## src/rtl/axi4l_gpio_slave.sv

```systemverilog
// axi4l_gpio_slave: AXI4-Lite register file over NUM_BANKS GPIO banks with edge-triggered interrupts.
module axi4l_gpio_slave #(
    parameter int ADDR_WIDTH = 8,
    parameter int DATA_WIDTH = 32,
    parameter int NUM_BANKS  = 2
) (
    input  logic                            clk,
    input  logic                            rst,
    input  logic [ADDR_WIDTH-1:0]           AWADDR,
    input  logic                            AWVALID,
    output logic                            AWREADY,
    input  logic [DATA_WIDTH-1:0]           WDATA,
    input  logic [DATA_WIDTH/8-1:0]         WSTRB,
    input  logic                            WVALID,
    output logic                            WREADY,
    output logic [1:0]                      BRESP,
    output logic                            BVALID,
    input  logic                            BREADY,
    input  logic [ADDR_WIDTH-1:0]           ARADDR,
    input  logic                            ARVALID,
    output logic                            ARREADY,
    output logic [DATA_WIDTH-1:0]           RDATA,
    output logic [1:0]                      RRESP,
    output logic                            RVALID,
    input  logic                            RREADY,
    input  logic [NUM_BANKS*DATA_WIDTH-1:0] gpio_in,
    output logic [NUM_BANKS*DATA_WIDTH-1:0] gpio_out,
    output logic [NUM_BANKS*DATA_WIDTH-1:0] gpio_oe,
    output logic                            irq
);
    localparam int SW = DATA_WIDTH / 8;
    localparam int BW = ADDR_WIDTH - 4;

    typedef logic [NUM_BANKS-1:0][DATA_WIDTH-1:0] bank_t;
    typedef enum logic {W_IDLE, W_RESP} w_state_t;
    typedef enum logic {R_IDLE, R_DATA} r_state_t;

    w_state_t w_state, w_next;
    r_state_t r_state, r_next;
    bank_t data_out, dir, status, sync1, sync2, prev, rise;
    logic aw_held, w_held, aw_hs, w_hs, ar_hs, do_write, wr_ok, rd_ok, unused_ok;
    logic [ADDR_WIDTH-1:0] aw_addr_q, wr_addr;
    logic [DATA_WIDTH-1:0] w_data_q, wr_data, wmask, rd_val;
    logic [SW-1:0] w_strb_q, wr_strb;
    logic [BW-1:0] wbank, rbank;
    logic [1:0] wofs, rofs;

    assign AWREADY  = w_state == W_IDLE && !aw_held;
    assign WREADY   = w_state == W_IDLE && !w_held;
    assign BVALID   = w_state == W_RESP;
    assign ARREADY  = r_state == R_IDLE;
    assign RVALID   = r_state == R_DATA;
    assign aw_hs    = AWVALID && AWREADY;
    assign w_hs     = WVALID && WREADY;
    assign ar_hs    = ARVALID && ARREADY;
    // Either channel may come from its hold register or straight off the bus.
    assign wr_addr  = aw_held ? aw_addr_q : AWADDR;
    assign wr_data  = w_held ? w_data_q : WDATA;
    assign wr_strb  = w_held ? w_strb_q : WSTRB;
    assign do_write = w_state == W_IDLE && (aw_held || aw_hs) && (w_held || w_hs);
    assign wbank    = wr_addr[ADDR_WIDTH-1:4];
    assign wofs     = wr_addr[3:2];
    assign rbank    = ARADDR[ADDR_WIDTH-1:4];
    assign rofs     = ARADDR[3:2];
    assign wr_ok    = 32'(wbank) < NUM_BANKS && wofs != 2'd2;
    assign rd_ok    = 32'(rbank) < NUM_BANKS;
    assign rise     = sync2 & ~prev;
    assign gpio_out = data_out;
    assign gpio_oe  = dir;
    assign unused_ok = ^{wr_addr[1:0], ARADDR[1:0]};

    always_comb begin
        w_next = do_write ? W_RESP : (w_state == W_RESP && BREADY) ? W_IDLE : w_state;
        r_next = ar_hs ? R_DATA : (r_state == R_DATA && RREADY) ? R_IDLE : r_state;
        wmask = '0;
        for (int i = 0; i < SW; i++)
            wmask[i*8 +: 8] = {8{wr_strb[i]}};
        rd_val = '0;
        for (int b = 0; b < NUM_BANKS; b++)
            if (rbank == BW'(b))
                rd_val = rofs == 2'd0 ? data_out[b] : rofs == 2'd1 ? dir[b] : rofs == 2'd2 ? sync2[b] : status[b];
    end

    always_ff @(posedge clk or posedge rst) begin
        if (rst) begin
            w_state <= W_IDLE;
            r_state <= R_IDLE;
        end else begin
            w_state <= w_next;
            r_state <= r_next;
        end
    end

    always_ff @(posedge clk or posedge rst) begin
        if (rst) begin
            aw_held   <= 1'b0;
            w_held    <= 1'b0;
            aw_addr_q <= '0;
            w_data_q  <= '0;
            w_strb_q  <= '0;
            BRESP     <= 2'b00;
        end else if (do_write) begin
            aw_held <= 1'b0;
            w_held  <= 1'b0;
            BRESP   <= wr_ok ? 2'b00 : 2'b10;
        end else begin
            if (aw_hs) begin
                aw_held   <= 1'b1;
                aw_addr_q <= AWADDR;
            end
            if (w_hs) begin
                w_held   <= 1'b1;
                w_data_q <= WDATA;
                w_strb_q <= WSTRB;
            end
        end
    end

    always_ff @(posedge clk or posedge rst) begin
        if (rst) begin
            RDATA <= '0;
            RRESP <= 2'b00;
        end else if (ar_hs) begin
            RDATA <= rd_val;
            RRESP <= rd_ok ? 2'b00 : 2'b10;
        end
    end

    // A clear and a new edge on the same cycle leave the status bit set.
    always_ff @(posedge clk or posedge rst) begin
        if (rst) begin
            data_out <= '0;
            dir      <= '0;
            status   <= '0;
            sync1    <= '0;
            sync2    <= '0;
            prev     <= '0;
            irq      <= 1'b0;
        end else begin
            sync1 <= gpio_in;
            sync2 <= sync1;
            prev  <= sync2;
            irq   <= |status;
            for (int b = 0; b < NUM_BANKS; b++) begin
                if (do_write && wr_ok && wbank == BW'(b) && wofs == 2'd0)
                    data_out[b] <= (data_out[b] & ~wmask) | (wr_data & wmask);
                if (do_write && wr_ok && wbank == BW'(b) && wofs == 2'd1)
                    dir[b] <= (dir[b] & ~wmask) | (wr_data & wmask);
                status[b] <= (status[b] & ~((do_write && wr_ok && wbank == BW'(b) && wofs == 2'd3) ? (wr_data & wmask) : '0)) | rise[b];
            end
        end
    end
endmodule

```

## config.mk

```make
export PLATFORM = sky130hd
export DESIGN_NAME = axi4l_gpio_slave
export DESIGN_NICKNAME = d
export VERILOG_FILES = /design/src/rtl/axi4l_gpio_slave.sv
export SDC_FILE = /design/constraint.sdc
export NUM_CORES = 1
export LEC_CHECK = 0
export BUFFER_PORTS_ARGS = -buffer_cell sky130_fd_sc_hd__buf_2
export CAP_MARGIN = 30
export CORE_UTILIZATION = 32
export CTS_CLUSTER_SIZE = 40
export DETAILED_ROUTE_END_ITERATION = 7
export MAX_ROUTING_LAYER = met4
export SETUP_SLACK_MARGIN = 0.4
export SLEW_MARGIN = 5
export SYNTH_ARGS = -nofsm -noshare
export SYNTH_HDL_FRONTEND = slang
export SYNTH_SLANG_ARGS = --single-unit
```

## constraint.sdc

```tcl
create_clock -name clk -period 15.01 [get_ports clk]
set_clock_uncertainty 0.05 [all_clocks]
set_input_delay 1.501 -clock clk [delete_from_list [all_inputs] [get_ports clk]]
set_output_delay 1.501 -clock clk [all_outputs]
set_load 0.01 [all_outputs]
```

==> reports/summary.txt <==
post-synthesis sequential area ratio - 62.12%
later-pin clock latency in the skew report - 0.58 ns
1st-iter DRT viols - 727
First-pass DRT Iterations - 4
CTS clk-pin slew, worst paths - 0.06 ns
Most used DFF post-synth - dfrtp_1
die area - 59500 um^2
TritonCTS Buffers - 52
crit end category - register
CP cell instances - buf_4, o21ba_2, o221ai_4, nor3_4, mux2_2
CP Data Arrival Time - 4.01 ns
master of the slowest instance on the critical path - dfrtp_4
# fillers - 5395
HPWL Detailed - 35190 um
measured slew at the worst slew-check pin - 1.029 ns
EDFF count, synth - 0
endpoints failing setup - 0
RSZ-0062 raised after global routing - no
max_slew headroom - 30.79%
clock tree root driver cell - clkbuf_16
Crit Path Max Fanout - 40
final hold violation count - 0
DR top layer - met4
Met3 Wirelength - 2286 um
dpl ws - 11.04 ns
FF-to-FF Start - w_held
Nets - 1669
met1 wire length - 23510 um
Critical path origin - w_held
post-route ant nets - 0
GP Congestion - 0.7870
antenna violations before repair - 5
Ports - 293
pin count of the biggest net entering global routing - 158
Routed wire per std cell - 22.24 um
CTS Sinks - 465
Setup TNS - 0 ns
FF+latch count, synth - 465
CTS tree - done
Mapped Area - 18730 um^2
crit path time final - 3.595 ns
Hold Crit Start - sync1[10]
Setup crit start kind - register
final setup margin - 11.42 ns
All-Layer GR Usage - 18.33%
pwr dens - 167.1 nW/um^2
Hold/Removal Path Class - register to register
Yosys cell types - 41
Detailed Route WL - 52370 um
DR DRC count - 0
Synth Instances - 1226
layout cell share with drive strength beyond 1 - 43.82%
ys async rst share - 100.0%
Post-CTS Hold Fix Bufs - 0
number of vias per cell - 4.865
Worst VDD drop - 0.1059 mV
I/O Buffers - 286
Post-CTS Resized - 0
Core Footprint - 57810 um^2
GR Overflow Total - 0
CP Data Required Time - 15.42 ns
crit path kind - register to register
global-route wire length before repair - 78870 um
H-Tree Depth - 2
DIE WIDTH - 243.9 um
Starting Density - 32.40%
row count - 88
Max Root-Sink Buffers - 3
Power Total - 0.003824 W
Max Cap Viol - 0
slowest stage delay, CP - 0.79 ns
Leak - 10.96 nW
Period Utilization, post-route - 23.95%
WL met2 - 25590 um
Layout area overhead - 22.20%
average size of a mapped cell - 15.28 um^2
f_max - 278.2 MHz
Reg2Reg Setup Slack - 11.42 ns
Syn. warnings - 0
Pins Over Slew Limit - 0
die height - 243.9 um
status - completed
setup bufs post-CTS - 0
Via Count - 11460
vias in the first global route - 12100
==> worst paths after layout <==
kind | endpoint | depth (start not counted)
worst max-delay path | register | 5
max in group asynchronous | async pin | 4
worst min register to register | sync2[10] | 0
worst min-delay path | sync2[10] | 0
min in group asynchronous | sync1[2] | 2
worst max register to register | register | 5
==> area by class of cell <==
type	instances	area, um^2	area share, %
multi-input combinational	650	6638	29.00
tap	765	957.2	4.182
inverter	68	262.8	1.148
clock inverter	14	135.1	0.5904
antenna	4	10.01	0.04373
timing repair buffer	309	1669	7.292
sequential	465	11640	50.85
clock buffer	80	1578	6.893
==> logic make-up after synthesis <==
group / Yosys count / share of synthesized area [%]
simple gates: 173 / 7.208
compound gates: 171 / 5.758
flops: 465 / 62.12
mux: 304 / 22.35
buf+inv: 112 / 2.538
other cells: 1 / 0.02002
==> per-layer routing <==
metal | GRT usage (%) | up-vias
met5 | - | -
met4 | 4.412 | 0
met3 | 3.259 | 74
met2 | 29.08 | 284
met1 | 24.43 | 5995
li1 | - | 5104
==> critical path, delay by kind of cell, from the launching register on <==
kind / cells / cell delay [ns]
flops: 1 / 0.79
simple gates: 1 / 0.78
buf+inv: 1 / 0.71
compound gates: 2 / 0.69
mux: 1 / 0.41
==> synthesized netlist by cell type, types with 2 or more instances <==
cell	n	share of area (%)
nor4_2	6	0.40
mux4_2	64	7.7
nor2b_1	65	2.2
and2_1	32	1.1
and3b_1	2	0.094
or2_2	4	0.13
nor3_4	16	1.4
dfrtp_1	465	62
mux2_2	172	10
mux2_4	24	1.9
mux2i_1	38	2.0
a21oi_1	66	1.8
nor4_4	3	0.34
nand2b_1	4	0.13
nand4_1	4	0.13
buf_2	16	0.43
nand3b_1	2	0.080
o221ai_4	2	0.28
nor3b_2	2	0.13
o21ai_0	62	1.7
nor3_1	2	0.053
mux2_1	6	0.36
or4_1	2	0.080
buf_4	3	0.12
clkbuf_1	16	0.32
buf_1	7	0.14
nor4_1	17	0.57
inv_1	68	1.4
nor2_1	5	0.10
nand2_1	4	0.080
o21ai_1	7	0.19
a221o_1	31	1.7
==> placed cells by master (no fill, tap or decap), types with 38 or more instances in the layout <==
master	count
mux2i_1	38
inv_1	67
dfrtp_1	464
clkbuf_16	53
mux2_2	172
nor2b_1	65
mux4_2	64
a21oi_1	66
buf_2	284
o21ai_0	62
==> where the power goes <==
group / internal (W) / switching [W] / total, W / leakage (nW)
Combinational: 0.000457 / 0.000431 / 0.000889 / 4.54
Clock: 0.000754 / 0.000511 / 0.00127 / 0.839
Sequential: 0.00147 / 0.000197 / 0.00167 / 5.58
Total: 0.00268 / 0.00114 / 0.00382 / 11.0
==> metrics by stage <==
stage,hold slack [ns],util [%],instance area (um^2),instances
after floorplan,0.2812,-,18730,1227
after global routing,0.3008,39.60,22890,2355
after global placement,0.2823,36.46,21070,2251
final,0.2917,39.60,22890,2355
after detailed placement,0.2847,36.54,21120,2255
after CTS,0.2951,39.51,22840,2349
No activity file was read; power rests on OpenSTA's default activity.
